===== config.mk =====
export PLATFORM = sky130hd
export DESIGN_NAME = modport_counter
export DESIGN_NICKNAME = d
export VERILOG_FILES = /design/src/rtl/modport_counter.sv
export SDC_FILE = /design/constraint.sdc
export NUM_CORES = 1
export LEC_CHECK = 0
export BUFFER_PORTS_ARGS = -buffer_cell sky130_fd_sc_hd__buf_2
export CAP_MARGIN = 10
export CORE_AREA = 4 4 41 43
export DETAILED_ROUTE_END_ITERATION = 6
export DIE_AREA = 0 0 45 47
export GPL_TIMING_DRIVEN = 0
export PLACE_DENSITY = 0.37
export SLEW_MARGIN = 0
export SYNTH_ARGS = -nofsm -noshare
export SYNTH_HDL_FRONTEND = slang
export SYNTH_SLANG_ARGS = --single-unit

===== constraint.sdc =====
create_clock -name clock -period 1.9 [get_ports clock]
set_input_delay 0.38 -clock clock [delete_from_list [all_inputs] [get_ports clock]]
set_output_delay 0.38 -clock clock [all_outputs]
set_load 0.03 [all_outputs]

===== src/rtl/modport_counter.sv =====
// modport_counter: 4-bit up/down counter with parallel load (any load bit set wins over counting).
// Define COUNT_MOD12_EN to count modulo 12 instead of modulo 16.
module modport_counter (
  input  logic       clock,
  input  logic       resetn,
  input  logic [3:0] din,
  input  logic [3:0] load,
  input  logic       up_down,
  output logic [3:0] count
);
  logic [3:0] next_count;
`ifdef COUNT_MOD12_EN
  // Out-of-range values (only reachable by loading 12..15 elsewhere) snap back on the next count.
  always_comb
    next_count = |load ? (din <= 4'd11 ? din : 4'd0)
               : up_down ? (count >= 4'd11 ? 4'd0 : count + 4'd1)
               : (count == 4'd0 || count > 4'd11 ? 4'd11 : count - 4'd1);
`else
  always_comb next_count = |load ? din : up_down ? count + 4'd1 : count - 4'd1;
`endif
  always_ff @(posedge clock or negedge resetn)
    if (!resetn) count <= 4'd0;
    else count <= next_count;
endmodule


==> out/summary.txt, run 1 <==
final hold vios: 0
clk_lat worst skew: 0.23 ns
Top delay family on crit path: simple AND/OR/NAND/NOR gates
Synth Flop Type: dfrtp_1
period utilization: 69.30%
DR iter-0 viols: 0
via/cell ratio: 4.322
Peak VDD IR: 0.0002690 V
CTS buffer count: 3
slowest stage delay, CP: 0.51 ns
Mapped Area: 252.7 sq um
clock-pin transition on the worst setup and hold timing paths: 0.04 ns
Die Height: 47 um
footprint of the multi-input gates: 143.9 sq um
Post-Syn Instances: 26
total number of vias: 255
Num Clock Sinks: 4
fraction of layout cells with a size suffix above 1: 43.18%
Hold WS: 0.3483 ns
ant diodes: 0
area grow syn2layout: 48.02%
initial core utilization: 19.42%
placed cell area: 341.6 sq um
grt ovf: 0
Setup CP Type: input port to register
Post-synth EDFFs: 0
largest family of logic cells by synthesized area: simple AND/OR/NAND/NOR gates
CTS max path bufs: 2
HP Class: input port to register
post-synth top area cell: dfrtp_1
initial antenna violation count: 0
post-synthesis compound-gate area fraction: 9.406%
CORE AREA: 1301 sq um
CTS tree: done
fin area: 374.1 sq um
YS warnings: 0
Setup TNS: 0 ns
Max Cap Viol: 0
Netlist cell types: 15
DRT Pass-1 Iters: 1
Worst Skew: 0.002743 ns
post-synthesis adder-cell area fraction: 17.82%
DP Cell Count: 55
endpoint class of the critical path: register
Die Wd: 45 um
vias in the first global route: 256
ys async rst share: 100.0%
Most flops, register: count
largest net degree at the start of global routing: 8
I/O pin cnt: 15
routed wire length: 566 um
WL/cell: 9.593 um
num rows: 13
Worst Slack Setup Final: 0.5832 ns
status: finished clean
Non-Filler Instances: 59
most common cell in the netlist: nand2_1
sequential area share after synthesis: 39.60%
CTS Root Cell: clkbuf_4
total power: 0.2618 mW
DRT antenna net count: 0
Worst Path Required: 2.07 ns
number of I/O port buffers: 14
multiplexer share of the synthesized area: 0%
post-synthesis xor/xnor area fraction: 6.931%
Filler Cell Count: 158
Bufs and invs on worst path: 2
nets: 60
max_slew headroom: 76.12%
Final Core Density: 28.75%
first-pass GRT wire length: 986 um
sequential cell area: 100.1 sq um
GRT Overall Usage: 6.825%
slowest CP cell: or4_1
syn avg cell area: 9.721 sq um
pre-CTS setup slack: 0.3282 ns
post_cts resized: 0
Final Wtd Congestion: 0.6620
syn nets: 40
Slew @ Worst Pin: 0.3549 ns
number of flip-flops under the largest register name: 4
CP Launch Type: input port
Yosys top cell area share: 39.60%
die area: 2115 sq um
Crit Path Max Fanout: 7
Final setup viols: 0
fmax: 759.4 MHz
H-tree depth: 1
final slew viol count: 0
biggest regs: count x4
flops & latches, synth: 4
Final min period: 1.317 ns
CP Data Arrival Time: 1.48 ns
Synth area leaders: dfrtp_1 40%, ha_1 9.9%, nand2_1 8.9%, fa_1 7.9%, xnor2_1 6.9%
DRC: 0
Post-Synth Simple-Gate Area: 22.77%
RSZ-0062 raised after global routing: no
Synth top cells by count: 6 x nand2_1, 4 x dfrtp_1, 2 x ha_1, 2 x o21ai_0, 2 x xnor2_1
worst-path cell chain: buf_2 -> or4_1 -> clkbuf_2 -> a211o_1 -> nand3_2
PwrDens: 699.9 nW/um^2
Lkg Pwr: 0.1915 nW
## what timing repair did
item                      CTS  global route
hold buffers                1             0
hold endpoints to repair    4             0
setup buffers               0             0
## tightest hold or removal path: cells and delay by family
family                 cells  cell delay [ns]
AND/OR/NAND/NOR            1             0.03
AO/OA/AOI/OAI              1             0.05
buffers and inverters      1             0.07
## kinds of logic (layout without fill, tap and decap cells)
logic type      Yosys count  in the layout
compound gates            4              4
buf+inv                   2             20
xor+xnor                  2              2
flops                     4              4
fa+ha+maj                 3              3
simple gates             11             11
## per-layer routing
| layer | global-route usage, % | routed length [um] | part of all wire (%) |
|---|---|---|---|
| met1 | 6.682 | 243 | 43 |
| met2 | 10.73 | 254 | 45 |
| met3 | 2.682 | 53 | 9.4 |
| met4 | 7.018 | 15 | 2.7 |
| met5 | 0 | 0 | 0 |
## power by group
part / internal [mW] / switching [mW]
clock network: 0.0705 / 0.0324
logic: 0.0271 / 0.0350
registers: 0.0918 / 0.00503
total: 0.189 / 0.0725
## layout make-up
type	instances	share of cell area [%]
multi-input cells	20	38.46
flip-flops and latches	4	26.76
repair buffers	15	21.40
clock buffers	3	6.020
well taps	15	5.017
plain buffers	1	1.338
inverters	1	1.003
## placed cells by master (no fill, tap or decap)
master / netlist / layout
nand3_1: 1 / 1
dlygate4sd3_1: 0 / 1
ha_1: 2 / 2
clkbuf_4: 0 / 3
or4_1: 1 / 1
clkbuf_2: 1 / 1
nand4_1: 1 / 1
nor4_1: 1 / 1
o21ai_0: 2 / 2
a21oi_1: 1 / 1
dfrtp_1: 4 / 4
buf_2: 0 / 14
inv_1: 1 / 1
nand3_2: 1 / 1
nand2_1: 6 / 6
a211o_1: 1 / 1
xnor2_1: 2 / 2
fa_1: 1 / 1
## path summary, 6_finish.rpt
check	startpoint	end	slack, ns	cells after the start
min in group asynchronous	resetn	count[2]	0.48	2
max	load[1]	count[3]	0.58	5
max reg2reg	count[2]	count[3]	0.67	4
max in group asynchronous	resetn	count[0]	1.30	2
min reg2reg	count[0]	count[0]	0.55	1
min	din[2]	count[2]	0.35	3
No activity file was read; power rests on OpenSTA's default activity.
==> run 2: changes to the inputs <==
Clock period 1.9 ns to 1.25 ns, I/O delays scaled along.
==> run 2 against run 1 <==
  * Total power is 66% higher
  * Critical path depth down 1
  * Flip-flop and latch count unchanged
  * Design area is 10% higher
  * Sequential share of layout area down 1.5 points
  * Combinational power is 72% higher
  * Critical path type is now register to register
  * Via count decreased by 0.78%
==> out/summary.txt, run 2 (synthesized netlist as in run 1, its figures left out) <==
Final min period: 1.209 ns
Filler Cell Count: 159 (+0.63%)
via/cell ratio: 4.217 (-2.4%)
initial core utilization: 19.42% (unchanged)
routed wire length: 606 um (+7.1%)
hold path start: din[0]
pre-CTS setup slack: -0.1770 ns (-0.5052 ns)
DR iter-0 viols: 3 (+3)
CP Launch Type: register
Lkg Pwr: 0.1906 nW (-0.50%)
period utilization: 96.75%
fraction of layout cells with a size suffix above 1: 55.56% (+12 points)
DRT antenna net count: 0 (unchanged)
number of I/O port buffers: 14 (unchanged)
crit-path most repeated cell: nand3_2
RSZ-0062 raised after global routing: yes
status: finished clean
Switch Pwr: 0.1237 mW (+71%)
reg2reg start: count[2]
Worst Slack Setup Final: 0.04064 ns (-0.5426 ns)
nets: 60 (unchanged)
Hold Path End: count[0]
biggest regs: count x4
Logic pwr share: 24.8% (+1.1 points)
clock-pin transition on the worst setup and hold timing paths: 0.04 ns (about the same)
Most flops, register: count
slowest stage delay, CP: 0.41 ns (-0.10 ns)
Max Cap Viol: 0 (unchanged)
R2R depth: 4 (unchanged)
Setup TNS: 0 ns (unchanged)
worst-path cell chain: ha_4 -> nand3_2 -> a211o_1 -> nand3_2
grt ovf: 0 (unchanged)
Pint: 0.3100 mW (+64%)
endpoint class of the critical path: register
Die Height: 47 um (unchanged)
clk_lat worst skew: 0.24 ns (about the same)
most frequent cells in the layout: 14 x buf_2, 6 x nand2_1, 3 x clkbuf_4, 3 x dfrtp_2
ant diodes: 0 (unchanged)
Die Wd: 45 um (unchanged)
Setup CP Type: register to register
Switching Share: 28.53% (+0.85 points)
CORE AREA: 1301 sq um (unchanged)
DRC: 0 (unchanged)
Final Wtd Congestion: 0.6299 (-4.8%)
Worst Path Required: 1.41 ns (-0.66 ns)
num rows: 13 (unchanged)
Post-CTS Repair Setup Buffers: 0 (unchanged)
slowest CP cell: dfrtp_2
total number of vias: 253 (-0.78%)
Peak VDD IR: 0.0003460 V (+29%)
Top delay family on crit path: flip-flops
Reg2Reg Setup Slack: 0.04 ns (-0.63 ns)
max_slew headroom: 78.52% (+2.4 points)
HP Class: input port to register
Num Clock Sinks: 4 (unchanged)
final hold vios: 0 (unchanged)
worst hold path stage count: 3 (unchanged)
Non-Filler Instances: 60 (+1.7%)
WL/cell: 10.10 um (+5.3%)
most common cell after layout, fill and taps aside: buf_2
GRT Overall Usage: 6.523% (-0.30 points)
vias in the first global route: 254 (-0.78%)
Worst Skew: 0.008559 ns (+0.005816 ns)
Seq pwr share: 34.9% (-2.1 points)
I/O pin cnt: 15 (unchanged)
Final setup viols: 0 (unchanged)
CTS max path bufs: 2 (unchanged)
area grow syn2layout: 62.87%
Slew @ Worst Pin: 0.3192 ns (-0.03565 ns)
DRT Pass-1 Iters: 2 (+1)
PwrDens: 1054 nW/um^2 (+51%)
first-pass GRT wire length: 945 um (-4.2%)
CTS buffer count: 3 (unchanged)
H-tree depth: 1 (unchanged)
die area: 2115 sq um (unchanged)
CTS Root Cell: clkbuf_4
r2r endpoint: count[3]
number of flip-flops under the largest register name: 4 (unchanged)
Clock Power Share: 40.3% (+1.0 points)
initial antenna violation count: 0 (unchanged)
CTS tree: done
fmax: 826.9 MHz
Bufs and invs on worst path: 0 (-2)
final slew viol count: 0 (unchanged)
CP Data Arrival Time: 1.37 ns (-0.11 ns)
largest net degree at the start of global routing: 8 (unchanged)
DP Cell Count: 55 (unchanged)
Crit Path Max Fanout: 3 (-4)
post-DP HPWL: 536.5 um
## run 2: cell types whose count changed in the layout (fill, tap and decap cells not counted), sizes merged
cell    delta
clkbuf     +1
## run 2: power groups by stage
| stage | registers, mW | clock network (mW) | logic [mW] |
|---|---|---|---|
| floorplan | 0.170 | 0 | 0.0434 |
| global placement | 0.152 | 0 | 0.0986 |
| detailed placement | 0.152 | 0 | 0.0989 |
| CTS | 0.151 | 0.185 | 0.102 |
| global route | 0.153 | 0.183 | 0.120 |
| finish | 0.151 | 0.175 | 0.107 |
## run 2: timing repair
action / 4_1_cts / 5_1_grt
resized for setup: 0 / 3
hold buffers: 1 / 0
endpoints found under the hold margin: 4 / 0
endpoints found under the setup margin: 0 / 2
## run 2: worst max-delay path by stage
stage / start / slack (ns) / cells after the start / endpoint
floorplan: load[1] / -0.01 / 4 / count[3]
global placement: load[1] / -0.17 / 5 / count[3]
detailed placement: load[1] / -0.18 / 5 / count[3]
CTS: count[2] / 0.02 / 4 / count[3]
global route: count[2] / -0.005 / 4 / count[3]
finish: count[2] / 0.04 / 4 / count[3]
## run 2: tightest hold or removal path, delay by kind of cell
kind | cells | cell delay, ns
AND/OR/NAND/NOR | 1 | 0.03
buffers and inverters | 1 | 0.07
AO/OA/AOI/OAI | 1 | 0.06
## run 2: final cells by class
type                    instances  area [sq um]  share of cell area, %
flip-flops and latches          4         103.9                  25.23
plain buffers                   1         5.005                  1.216
inverters                       1         3.754                 0.9119
multi-input cells              20         173.9                  42.25
clock buffers                   4         26.28                  6.383
well taps                      15         18.77                  4.559
repair buffers                 15         80.08                  19.45
## run 2: per-stage QoR
step	power, mW	util (%)	instance area, sq um	hold slack (ns)
3_5_place_dp	0.2513	27.50	357.8	0.05786
6_report	0.4337	31.63	411.6	0.2176
4_1_cts	0.4379	30.29	394.1	0.2090
2_1_floorplan	0.2132	-	269.0	-0.04559
3_3_place_gp	0.2504	27.50	357.8	0.05816
5_1_grt	0.4566	31.63	411.6	0.2249
## run 2: layer usage
layer  global-route usage [%]  routed length (um)  vias up
met3                    1.533                  45        0
met4                    7.018                   0        0
li1                         -                   -      130
met2                    10.45                 337        6
met5                        0                   0        -
met1                    6.729                 224      117
